`src/rtl/layer_seq_pkg.sv`:
```
// rtl/layer_seq_pkg.sv - shared types and constants for the layer sequencer
// Contents: layer type, sequencer state and error code enums; timeout width.
package layer_seq_pkg;

  typedef enum logic [1:0] {
    LT_VECTOR   = 2'b00,
    LT_WINOGRAD = 2'b01,
    LT_SE       = 2'b10,
    LT_RSVD     = 2'b11
  } layer_type_e;

  typedef enum logic [2:0] {
    ST_IDLE  = 3'd0,
    ST_ISSUE = 3'd1,
    ST_WAIT  = 3'd2,
    ST_DONE  = 3'd3,
    ST_ERR   = 3'd4
  } seq_state_e;

  typedef enum logic [1:0] {
    EC_NONE      = 2'b00,
    EC_TIMEOUT   = 2'b01,
    EC_BAD_TYPE  = 2'b10,
    EC_BAD_COUNT = 2'b11
  } err_code_e;

  // Default watchdog is 2**TIMEOUT_W cycles.
  localparam int TIMEOUT_W = 12;

endpackage

```
`src/rtl/layer_desc_table.sv`:
```
// rtl/layer_desc_table.sv - layer descriptor register file, 1 sync write, 1 async read
// Ports: clk; we/waddr/wdata write port; raddr/rdata combinational read port.
// Contents are not reset: they are undefined until written by the host.
module layer_desc_table #(
  parameter int DEPTH = 16,
  parameter int AW    = $clog2(DEPTH)
) (
  input  logic          clk,
  input  logic          we,
  input  logic [AW-1:0] waddr,
  input  logic [1:0]    wdata,
  input  logic [AW-1:0] raddr,
  output logic [1:0]    rdata
);

  logic [1:0] mem [DEPTH];

  always_ff @(posedge clk) begin
    if (we) begin
      mem[waddr] <= wdata;
    end
  end

  assign rdata = mem[raddr];

endmodule

```
`src/rtl/layer_sequencer.sv`:
```
// rtl/layer_sequencer.sv - walks the descriptor table and drives Main_Controller layer by layer
// Ports: clk, rst_n (async, active low); cfg_we/cfg_addr/cfg_type table write;
//        cfg_num_layers, run, abort sequence control; mc_start/mc_layer_type/mc_done
//        Main_Controller handshake; busy, cur_layer, seq_done, err, err_code status.
module layer_sequencer
  import layer_seq_pkg::*;
#(
  parameter int   MAX_LAYERS     = 16,
  parameter int   TIMEOUT_CYCLES = 1 << TIMEOUT_W,
  localparam int  IDX_W          = $clog2(MAX_LAYERS)
) (
  input  logic             clk,
  input  logic             rst_n,
  input  logic             cfg_we,
  input  logic [IDX_W-1:0] cfg_addr,
  input  logic [1:0]       cfg_type,
  input  logic [IDX_W:0]   cfg_num_layers,
  input  logic             run,
  input  logic             abort,
  output logic             mc_start,
  output logic [1:0]       mc_layer_type,
  input  logic             mc_done,
  output logic             busy,
  output logic [IDX_W-1:0] cur_layer,
  output logic             seq_done,
  output logic             err,
  output logic [1:0]       err_code
);

  localparam int CNT_W = $clog2(TIMEOUT_CYCLES);

  seq_state_e       state;
  logic [IDX_W-1:0] idx;
  logic [IDX_W:0]   num_q;
  logic [CNT_W-1:0] tmo_cnt;
  layer_type_e      type_q;
  logic             err_q;
  err_code_e        err_code_q;

  logic [IDX_W-1:0] rd_addr;
  logic [1:0]       rd_type;
  logic             last_layer;

  assign busy = (state == ST_ISSUE) || (state == ST_WAIT);

  // The type is captured on the edge that enters ISSUE, so the table is read
  // at the index the sequencer is about to move to, not the current one.
  assign rd_addr    = (state == ST_IDLE) ? '0 : idx + 1'b1;
  assign last_layer = ({1'b0, idx} == num_q - 1'b1);

  layer_desc_table #(
    .DEPTH (MAX_LAYERS),
    .AW    (IDX_W)
  ) u_table (
    .clk   (clk),
    .we    (cfg_we && !busy),
    .waddr (cfg_addr),
    .wdata (cfg_type),
    .raddr (rd_addr),
    .rdata (rd_type)
  );

  always_ff @(posedge clk or negedge rst_n) begin
    if (!rst_n) begin
      state      <= ST_IDLE;
      idx        <= '0;
      num_q      <= '0;
      tmo_cnt    <= '0;
      type_q     <= LT_VECTOR;
      err_q      <= 1'b0;
      err_code_q <= EC_NONE;
    end else if (abort) begin
      // Abort overrides mc_done, timeout and run in every state.
      state      <= ST_IDLE;
      err_q      <= 1'b0;
      err_code_q <= EC_NONE;
    end else begin
      case (state)
        ST_IDLE: begin
          if (run) begin
            err_q      <= 1'b0;
            err_code_q <= EC_NONE;
            num_q      <= cfg_num_layers;
            if (cfg_num_layers == '0) begin
              state <= ST_DONE;
            end else if (cfg_num_layers > (IDX_W+1)'(MAX_LAYERS)) begin
              state      <= ST_ERR;
              err_q      <= 1'b1;
              err_code_q <= EC_BAD_COUNT;
            end else begin
              state  <= ST_ISSUE;
              idx    <= '0;
              type_q <= layer_type_e'(rd_type);
            end
          end
        end
        ST_ISSUE: begin
          if (type_q == LT_RSVD) begin
            state      <= ST_ERR;
            err_q      <= 1'b1;
            err_code_q <= EC_BAD_TYPE;
          end else begin
            state   <= ST_WAIT;
            tmo_cnt <= '0;
          end
        end
        ST_WAIT: begin
          // mc_done takes priority over a timeout in the same cycle.
          if (mc_done) begin
            if (last_layer) begin
              state <= ST_DONE;
            end else begin
              state  <= ST_ISSUE;
              idx    <= idx + 1'b1;
              type_q <= layer_type_e'(rd_type);
            end
          end else if (tmo_cnt == CNT_W'(TIMEOUT_CYCLES - 1)) begin
            state      <= ST_ERR;
            err_q      <= 1'b1;
            err_code_q <= EC_TIMEOUT;
          end else begin
            tmo_cnt <= tmo_cnt + 1'b1;
          end
        end
        ST_DONE: state <= ST_IDLE;
        ST_ERR:  state <= ST_IDLE;
        default: state <= ST_IDLE;
      endcase
    end
  end

  assign mc_start      = (state == ST_ISSUE) && (type_q != LT_RSVD);
  assign mc_layer_type = type_q;
  assign cur_layer     = idx;
  assign seq_done      = (state == ST_DONE);
  assign err           = err_q;
  assign err_code      = err_code_q;

endmodule

```
`config.mk`:
```
export PLATFORM = sky130hd
export DESIGN_NAME = layer_sequencer
export DESIGN_NICKNAME = d
export VERILOG_FILES = /design/src/rtl/layer_seq_pkg.sv /design/src/rtl/layer_desc_table.sv /design/src/rtl/layer_sequencer.sv
export SDC_FILE = /design/constraint.sdc
export NUM_CORES = 1
export LEC_CHECK = 0
export CAP_MARGIN = 15
export CORE_ASPECT_RATIO = 1.25
export CORE_MARGIN = 2
export CORE_UTILIZATION = 30
export DETAILED_ROUTE_END_ITERATION = 12
export GPL_ROUTABILITY_DRIVEN = 0
export SKIP_CTS_REPAIR_TIMING = 1
export SLEW_MARGIN = 10
export SYNTH_ARGS = -nofsm -noshare
export SYNTH_HDL_FRONTEND = slang
export SYNTH_SLANG_ARGS = --single-unit
```
`constraint.sdc`:
```
create_clock -name clk -period 2.26 [get_ports clk]
set_input_delay 0.226 -clock clk [delete_from_list [all_inputs] [get_ports clk]]
set_output_delay 0.226 -clock clk [all_outputs]
set_load 0.01 [all_outputs]
```
==> out/metrics.csv <==
metric,value,unit
Via density,5.15,
cts bufs inserted,9,
clock transition at the registers of the reported paths,0.05,ns
DRC viols,0,
Sw Ratio,24.1,%
port bufs,28,
die outline width,95.7,um
clock skew,0.00503,ns
Worst Max-Slew Pin Slew,0.529,ns
clk buf depth,2,
part of the cycle the worst path needs,95.1,%
post-route antenna net violation count,0,
critical path class,flop to primary output,
Tmin final,2.15,ns
worst skew pair latency,0.32,ns
die area,11400,sq um
GRT overflow,0,
Synth warnings,0,
CTS root buf,clkbuf_16,
vias in the first global route,2550,
worst path required time,2.03,ns
Post-DP HPWL,5400,um
ys async rst share,47.5,%
normalized max-slew margin,64.4,%
VDD IR max,0.394,mV
Cell Pwr Density,780,nW/um^2
initial antenna violation count,0,
number of flops mapped to enable cells by yosys,32,
Cells after Synth,284,
register area share after synthesis,53.5,%
leakage power,1.55,nW
grt met2 use,23.0,%
busiest grt layer,met2,
Internal,2.43,mW
switching pwr,0.768,mW
total nets after synthesis,304,
share of cells above drive strength 1,18.1,%
final setup fails,0,
RSZ-0062 raised after global routing,no,
DRT Wirelength,7440,um
worst r2r src,num_q[0],
setup slack after layout,0.111,ns
Core Area,10200,sq um
met1 track utilization from global routing,18.0,%
clock power share,44.7,%
clock sinks,61,
area grow syn2layout,29.8,%
Comb pwr share,14.5,%
crit start category,flop,
Layout Cells excl Fill,477,
reg2reg path depth,7,
CTS tree,built,
# diodes,0,
Setup crit end kind,primary output,
Max-Cap Viols,0,
Place WS,-0.0238,ns
DR WL/cell,15.6,um
worst flop-to-flop path endpoint,cur_layer[0],
"FF+latch count, synth",61,
initial core utilization,31.1,%
Via Count,2458,
pin count of the biggest net entering global routing,30,
flop2flop setup slack,0.22,ns
Arrival @ worst endpoint,1.92,ns
die span in y,119,um
Main synth FF type,edfxtp_1,
"Max FO, Critical Path",6,
f_max,465,MHz
fin nets,363,
H-tree levels,3,
Overall Power,3.19,mW
drt initial violations,114,
most frequent cells in the layout,"32 x edfxtp_1, 31 x buf_4, 28 x dfrtp_1",
Max Transition Viols Final,0,
GRT Total Usage,14.3,%
first-pass GRT wire length,12500,um
met3 Use GR,3.51,%
IO Pins,29,
Syn Area/Cell,11.1,sq um
synth unique cells,62,
cell area after synthesis,3150,sq um
most common library cell in the layout ignoring fill and taps,edfxtp_1,
status,finished clean,
worst min path class,input pin to async pin,
FP Rows,41,
CP Launch Point,state[1],
drt pass-1 iters,5,
placed insts,457,
CP endpoint,busy,
Final Hold Viols,0,
Reg power frac,40.7,%
[logic make-up after synthesis]
group,share of synthesized area (%)
AOI/OAI and AO/OA,16.3
xor gates and xnor gates,2.22
adders and majority gates,1.19
buffers and inverters,2.38
DFF,53.5
muxes,5.51
and+or+nand+nor,18.9
[synthesized netlist by cell type, drive strengths merged, types with 6 or more instances]
| master | n | area [sq um] |
|---|---|---|
| nor2 | 23 | 86.3 |
| dfrtp | 29 | 726 |
| a31oi | 6 | 37.5 |
| nand2b | 9 | 56.3 |
| nand3 | 11 | 55.1 |
| a21oi | 7 | 35.0 |
| mux2 | 9 | 101 |
| o21ai | 18 | 90.1 |
| buf | 7 | 41.3 |
| o31ai | 6 | 45.0 |
| or3 | 8 | 50.1 |
| nand2 | 18 | 67.6 |
| nor3 | 9 | 50.1 |
| edfxtp | 32 | 961 |
[worst max-delay path, cell delays in order (launching register included)]
cell,delay (ns)
dfrtp_2,0.44
nand2b_1,0.21
a21o_1,0.21
buf_4,0.17
inv_1,0.05
clkdlybuf4s50_1,0.52
[state kept, by name (all words and copies together) (netlist names)]
register / count
mc_layer_type: 2
cur_layer: 4
err: 1
tmo_cnt: 12
num_q: 5
state: 3
u_table.mem: 32
err_code: 2
[metrics by stage]
step           util (%)  setup TNS, ns  instance area, sq um  hold WS (ns)
5_1_grt            40.3              0                  4090         0.350
3_3_place_gp       36.8              0                  3740         0.476
2_1_floorplan         -              0                  3150       -0.0696
3_5_place_dp       36.8        -0.0238                  3740         0.469
4_1_cts            39.9         -0.144                  4060         0.306
6_report           40.3              0                  4090         0.296
[per-layer routing]
metal  share of wire [%]  wire (um)  up-vias
met2                  50       3740       49
met3                 3.5        257       11
met1                  44       3300     1192
met5                   0          0        -
li1                    -          -     1206
met4                 1.9        138        0
[worst min-delay path by stage]
stage                     start      endpoint  slack, ns  cells past startpoint
after CTS                 rst_n      num_q[3]       0.31                      2
after detailed placement    err           err       0.47                      1
after global routing      rst_n    tmo_cnt[2]       0.35                      2
after global placement      err           err       0.48                      1
after floorplan           rst_n  cur_layer[0]      -0.07                      0
final                     rst_n      num_q[3]       0.30                      2
[cell type report]
class	instances	area (sq um)
Sequential cell	61	1690
Timing Repair Buffer	59	515
Fill cell	986	6060
Multi-Input combinational cell	207	1400
Clock buffer	9	225
Inverter	5	18.8
Clock inverter	7	90.1
Tap cell	129	161
[power groups by stage]
stage / Sequential [mW] / Combinational [mW] / Clock (mW)
after global placement: 1.32 / 0.451 / 0
after detailed placement: 1.32 / 0.459 / 0
after CTS: 1.30 / 0.462 / 1.46
after global routing: 1.31 / 0.512 / 1.53
after floorplan: 1.30 / 0.263 / 0
final: 1.30 / 0.464 / 1.43
Note: power is estimated with default switching activity, not from simulation.
